--- config.mk ---
export PLATFORM = sky130hd
export DESIGN_NAME = servo_pwm_decoder
export DESIGN_NICKNAME = d
export VERILOG_FILES = /design/src/rtl/servo_pwm_decoder.sv
export SDC_FILE = /design/constraint.sdc
export NUM_CORES = 1
export LEC_CHECK = 0
export ABC_CLOCK_PERIOD_IN_PS = 3900
export CORE_MARGIN = 2
export CORE_UTILIZATION = 25
export CTS_CLUSTER_SIZE = 30
export DETAILED_ROUTE_END_ITERATION = 8
export GPL_TIMING_DRIVEN = 0
export PLACE_DENSITY = 0.54
export SYNTH_ARGS = -nofsm -noshare
export SYNTH_HDL_FRONTEND = slang
export SYNTH_SLANG_ARGS = --single-unit
--- constraint.sdc ---
create_clock -name mclk -period 3.9 [get_ports mclk]
set_input_delay 0.39 -clock mclk [delete_from_list [all_inputs] [get_ports mclk]]
set_output_delay 0.39 -clock mclk [all_outputs]
set_load 0.05 [all_outputs]
--- src/rtl/servo_pwm_decoder.sv ---
// RC servo pulse decoder: measures high time and rise-to-rise period of pwm_in,
// validates each frame and converts the width into a position with a serial divider.
module servo_pwm_decoder #(
  parameter int MIN_W     = 400,
  parameter int STEP      = 10,
  parameter int MAX_POS   = 220,
  parameter int FRAME_MIN = 15000,
  parameter int FRAME_MAX = 25000,
  parameter int TIMEOUT   = 25000
) (
  input  logic        mclk,
  input  logic        rst_n,
  input  logic        pwm_in,
  output logic [7:0]  pos,
  output logic        pos_valid,
  output logic [14:0] width,
  output logic [14:0] period,
  output logic        link_ok,
  output logic        err_range,
  output logic        err_timeout,
  output logic [15:0] data_out,
  output logic [1:0]  state_dbg
);

  localparam int          MAX_W     = MIN_W + STEP * MAX_POS;
  localparam logic [14:0] MIN_W_C   = 15'(MIN_W);
  localparam logic [14:0] MAX_W_C   = 15'(MAX_W);
  localparam logic [14:0] STEP_C    = 15'(STEP);
  localparam logic [14:0] FMIN_C    = 15'(FRAME_MIN);
  localparam logic [14:0] FMAX_C    = 15'(FRAME_MAX);
  localparam logic [14:0] TMO_C     = 15'(TIMEOUT);
  localparam logic [14:0] CNT_SAT   = 15'h7fff;

  typedef enum logic [1:0] {
    ST_IDLE = 2'd0,
    ST_HIGH = 2'd1,
    ST_LOW  = 2'd2
  } state_t;

  state_t      state, state_nxt;
  logic        sync1, sync2, sync_d;
  logic        rise, fall;
  logic [14:0] cnt;
  logic [14:0] width_hold;
  logic        cnt_restart, fall_latch, frame_close, tmo;
  logic        frame_legal, accept, reject;
  logic        div_busy, div_done;
  logic [14:0] div_rem;
  logic [7:0]  div_q;
  logic        dir;

  // Two flops to resolve metastability, a third to find edges.
  always_ff @(posedge mclk or negedge rst_n) begin
    if (!rst_n) begin
      sync1  <= 1'b0;
      sync2  <= 1'b0;
      sync_d <= 1'b0;
    end else begin
      sync1  <= pwm_in;
      sync2  <= sync1;
      sync_d <= sync2;
    end
  end

  assign rise = sync2 & ~sync_d;
  assign fall = ~sync2 & sync_d;

  always_ff @(posedge mclk or negedge rst_n) begin
    if (!rst_n) state <= ST_IDLE;
    else        state <= state_nxt;
  end

  // An edge in the same cycle as the timeout count wins, so a period of
  // exactly TIMEOUT clocks still closes a frame.
  always_comb begin
    state_nxt   = state;
    cnt_restart = 1'b0;
    fall_latch  = 1'b0;
    frame_close = 1'b0;
    tmo         = 1'b0;
    unique case (state)
      ST_IDLE: begin
        if (rise) begin
          state_nxt   = ST_HIGH;
          cnt_restart = 1'b1;
        end
      end
      ST_HIGH: begin
        if (fall) begin
          state_nxt  = ST_LOW;
          fall_latch = 1'b1;
        end else if (cnt == TMO_C) begin
          state_nxt = ST_IDLE;
          tmo       = 1'b1;
        end
      end
      ST_LOW: begin
        if (rise) begin
          state_nxt   = ST_HIGH;
          frame_close = 1'b1;
          cnt_restart = 1'b1;
        end else if (cnt == TMO_C) begin
          state_nxt = ST_IDLE;
          tmo       = 1'b1;
        end
      end
      default: state_nxt = ST_IDLE;
    endcase
  end

  assign state_dbg = state;

  always_ff @(posedge mclk or negedge rst_n) begin
    if (!rst_n) begin
      cnt <= '0;
    end else if (cnt_restart) begin
      cnt <= 15'd1;
    end else if (tmo || state == ST_IDLE) begin
      cnt <= '0;
    end else if (cnt != CNT_SAT) begin
      cnt <= cnt + 15'd1;
    end
  end

  always_ff @(posedge mclk or negedge rst_n) begin
    if (!rst_n) width_hold <= '0;
    else if (fall_latch) width_hold <= cnt;
  end

  assign frame_legal = (width_hold >= MIN_W_C) && (width_hold <= MAX_W_C) &&
                       (cnt >= FMIN_C) && (cnt <= FMAX_C);
  assign accept      = frame_close & frame_legal;
  assign reject      = frame_close & ~frame_legal;

  always_ff @(posedge mclk or negedge rst_n) begin
    if (!rst_n) begin
      width  <= '0;
      period <= '0;
    end else if (frame_close) begin
      width  <= width_hold;
      period <= cnt;
    end
  end

  // Quotient by repeated subtraction; a new accepted frame or a timeout aborts.
  assign div_done = div_busy & (div_rem < STEP_C) & ~accept & ~tmo;

  always_ff @(posedge mclk or negedge rst_n) begin
    if (!rst_n) begin
      div_busy <= 1'b0;
      div_rem  <= '0;
      div_q    <= '0;
    end else if (accept) begin
      div_busy <= 1'b1;
      div_rem  <= width_hold - MIN_W_C;
      div_q    <= '0;
    end else if (tmo) begin
      div_busy <= 1'b0;
    end else if (div_busy) begin
      if (div_rem < STEP_C) begin
        div_busy <= 1'b0;
      end else begin
        div_rem <= div_rem - STEP_C;
        div_q   <= div_q + 8'd1;
      end
    end
  end

  // pos_valid is a single-cycle strobe with no back-pressure: pos is stable
  // from that cycle until the next strobe.
  always_ff @(posedge mclk or negedge rst_n) begin
    if (!rst_n) begin
      pos       <= '0;
      pos_valid <= 1'b0;
      dir       <= 1'b0;
    end else begin
      pos_valid <= div_done;
      if (div_done) begin
        pos <= div_q;
        dir <= (div_q > pos);
      end
    end
  end

  always_ff @(posedge mclk or negedge rst_n) begin
    if (!rst_n) begin
      link_ok     <= 1'b0;
      err_range   <= 1'b0;
      err_timeout <= 1'b0;
    end else begin
      if (reject || tmo)  link_ok <= 1'b0;
      else if (div_done)  link_ok <= 1'b1;
      if (reject)         err_range <= 1'b1;
      else if (div_done)  err_range <= 1'b0;
      if (tmo)            err_timeout <= 1'b1;
      else if (div_done)  err_timeout <= 1'b0;
    end
  end

  always_ff @(posedge mclk or negedge rst_n) begin
    if (!rst_n) begin
      data_out <= 16'h4000;
    end else begin
      data_out <= {2'b01, 2'b00, pos[7:4], 2'b00, pos[3:0], dir,
                   err_range | err_timeout};
    end
  end

endmodule

==> results.py <==
metrics = {
    "critical_path": {
        "critPathSlowestCell": "clkbuf_1",
        "crit_cells": 10,
        "worstPathArrival_ps": 3360,
        "critPathBufInv": 3,
        "required_ps": 4120,
        "setup.worst_path.start": "cnt[0]$_DFFE_PN0P_",
        "cp-start-kind": "flip-flop",
        "reg2reg_slack_ps": 760,
        "slowest_delay_ps": 450,
        "worst_r2r_endpoint": "div_q[4]$_DFFE_PN0P_",
        "crit_chain": "inv_1, ha_1, nor4b_1, nand4_1, nor3_1, clkbuf_1, clkbuf_1, nor3_1, xnor2_1, nor2_1",
        "endpoint_kind": "flip-flop",
        "critPathTopFamily": "simple AND/OR/NAND/NOR gates",
        "r2r_cells": 10,
        "critPathKind": "reg2reg",
        "endpoint": "div_q[4]$_DFFE_PN0P_",
        "worstReg2RegStart": "cnt[0]$_DFFE_PN0P_",
        "crit_fanout": 10,
    },
    "clocking": {
        "cts_tree": "built",
        "insertion_delay_ps": 360,
        "cts_root_buffer": "clkbuf_16",
        "numCtsBuffers": 9,
        "cts.sinks": 111,
        "clockBufferDepth": 2,
        "cts_max_level": 3,
        "clkSlewWorstSetupHoldPaths_ps": 70,
        "cts_resized": 0,
        "cts_setup_buffers": 0,
        "ctsHoldBuffers": 1,
    },
    "yosys": {
        "ys_dominant_reg_cell": "dfrtp_1",
        "syn_avg_cell_area_um2": 9.915,
        "synth_area_leaders": "dfrtp_1 52%, nand2_1 7.0%, mux2_2 4.8%",
        "synth_edf_count": 0,
        "seq_area_frac_synth_pct": 51.69,
        "yosysTopAreaCell": "dfrtp_1",
        "synth_area_um2": 5374,
        "ys_warn_count": 0,
        "yosys_register_bits": 111,
        "syn_inst": 542,
        "synthArstFlopShare_pct": 100.0,
        "synth_cell_types": 51,
        "synth.top_cell.area_share_pct": 51.69,
    },
    "die": {
        "core_um2": 21090,
        "die_w_um": 150.6,
        "num_rows": 53,
        "ios": 63,
        "initial_utilization_pct": 25.48,
        "fp.dieH_um": 150.6,
        "die_area_um2": 22680,
    },
    "cells_and_area": {
        "area_growth_pct": 23.03,
        "final_common_cell": "dfrtp_1",
        "nets": 636,
        "n_antenna_cell": 0,
        "drive_above_1_share_pct": 10.16,
        "nFillCells": 2200,
        "final_cell_mix": "111 x dfrtp_1, 100 x nand2_1, 55 x clkdlybuf4s50_1",
    },
    "route": {
        "ant_nets": 0,
        "wl_per_cell_um": 14.20,
        "vias_per_cell": 4.461,
        "dr_wl_met3_um": 467,
        "met1Wirelength_um": 6173,
        "drc_errors": 0,
        "maxUsedRoutingLayer": "met4",
        "wirelength_um": 12710,
        "first_pass_iters": 4,
        "routed-wl-met2_um": 5945,
        "num_vias": 3993,
        "dr.first_iter.drc_count": 231,
    },
    "sta": {
        "setup_violations": 0,
        "worst_pin_slew_ps": 717.9,
        "final.period_utilization_pct": 80.52,
        "skew_ps": 10.91,
        "slew_headroom_pct": 51.88,
        "rsz0062_at_grt": "false",
        "finalSetupTns_ps": 0,
        "fin_ws_ps": 759.7,
        "finalHoldViolations": 0,
        "hold_slack_ps": 360.6,
        "fin_crit_ps": 3140,
        "fmax_ghz": 0.3184,
        "slew_violations": 0,
    },
    "global_route": {
        "grtUsageTotal_pct": 11.87,
        "grt_pass1_vias": 3971,
        "grt_max_degree": 97,
        "grt_pass1_wl_um": 21000,
        "grt_overflow_total": 0,
        "antenna_found_initial": 0,
    },
    "placed_design": {
        "pre_cts_ws_ps": 754.9,
        "hpwl_um": 9116,
        "globalplace.congestion": 0.7790,
        "portBuffers": 56,
    },
    "job": {
        "cap_violations": 0,
    },
    "power": {
        "vdd_drop_max_mv": 0.1856,
        "power.leakage_nw": 3.048,
        "p_per_area_nw_per_um2": 414.5,
    },
    "hold_path": {
        "hold_class": "reg2reg",
    },
    "run_status": {
        "status": "finished clean",
    },
}
==> worst reg2reg max path: stages (launching register included) <==
cell	delay, ps
dfrtp_1	440
inv_1	170
ha_1	180
nor4b_1	300
nand4_1	260
nor3_1	390
clkbuf_1	440
clkbuf_1	450
nor3_1	140
xnor2_1	180
nor2_1	50
==> power by group <==
part | switching [mW] | total [mW] | internal (mW)
clock network | 0.455 | 0.900 | 0.445
registers | 0.0584 | 1.27 | 1.21
logic | 0.395 | 0.571 | 0.176
==> cells in the mapped netlist, types with 3 or more instances <==
cell and n:
mux2i_1 4, nor2b_1 3, buf_4 7, or4_1 5, xor2_1 9, clkbuf_1 14, buf_2 7, a31oi_1 3
nand3_1 16, xnor2_1 24, nor4_1 8, dfrtp_1 111, a21oi_1 22, o31ai_1 3, a211o_1 3, mux2_2 23
nor2_1 43, nor3_1 21, ha_1 18, nand2_1 100, o21ai_0 16, and3_1 3, inv_1 19, nand4_1 7
or3_1 8, nor3b_1 3, and2_1 5, nand2b_1 5, nor4b_1 3
==> state kept, by name, summed over array words and instances (netlist names), 2 cells and up <==
register / flops
data_out: 10
cnt: 15
div_q: 8
width: 15
pos: 8
div_rem: 14
state_dbg: 2
width_hold: 15
period: 15
==> final cells by class <==
class | instances | area, um2 | share of cell area, %
Clock inverter | 6 | 50.05 | 0.7570
Clock buffer | 10 | 229.0 | 3.463
Timing Repair Buffer | 58 | 599.3 | 9.065
Sequential cell | 111 | 2778 | 42.01
Buffer | 29 | 151.4 | 2.290
Multi-Input combinational cell | 387 | 2389 | 36.13
Tap cell | 275 | 344.1 | 5.204
Inverter | 19 | 71.32 | 1.079
==> cells by family after synthesis <==
kind of cell | count (synthesis) | synth area share (%)
and+or+nand+nor | 241 | 21.89
other | 2 | 0.1397
buffers and inverters | 48 | 4.144
DFF | 111 | 51.69
xor gates and xnor gates | 33 | 5.378
adders and majority gates | 18 | 4.191
AOI/OAI and AO/OA | 62 | 7.008
muxes | 27 | 5.565
==> per-layer routing <==
layer	global-route usage, %	vias to the layer above
met3	2.818	9
met2	19.57	60
met5	0	-
li1	-	1991
met4	2.804	0
met1	15.77	1933
==> how the worst min path moves through the flow <==
stage                            end  cells after the start       startpoint  slack (ps)
3_5_place_dp   data_out[3]$_DFF_PN0_                      1            rst_n         230
3_3_place_gp         sync2$_DFF_PN0_                      0  sync1$_DFF_PN0_         340
4_1_cts              sync2$_DFF_PN0_                      0  sync1$_DFF_PN0_         360
6_report             sync2$_DFF_PN0_                      0  sync1$_DFF_PN0_         360
2_1_floorplan     cnt[0]$_DFFE_PN0P_                      0            rst_n          90
5_1_grt              sync2$_DFF_PN0_                      0  sync1$_DFF_PN0_         370
==> stage by stage <==
stage          cells  total power, mW  area (um2)  utilization, %
6_report         895            2.741        6611           31.35
3_3_place_gp     877            1.863        6294           29.84
4_1_cts          895            2.789        6611           31.35
3_5_place_dp     878            1.868        6322           29.98
2_1_floorplan    546            1.658        5389               -
5_1_grt          895            2.883        6611           31.35
(Power assumes the default switching activity.)
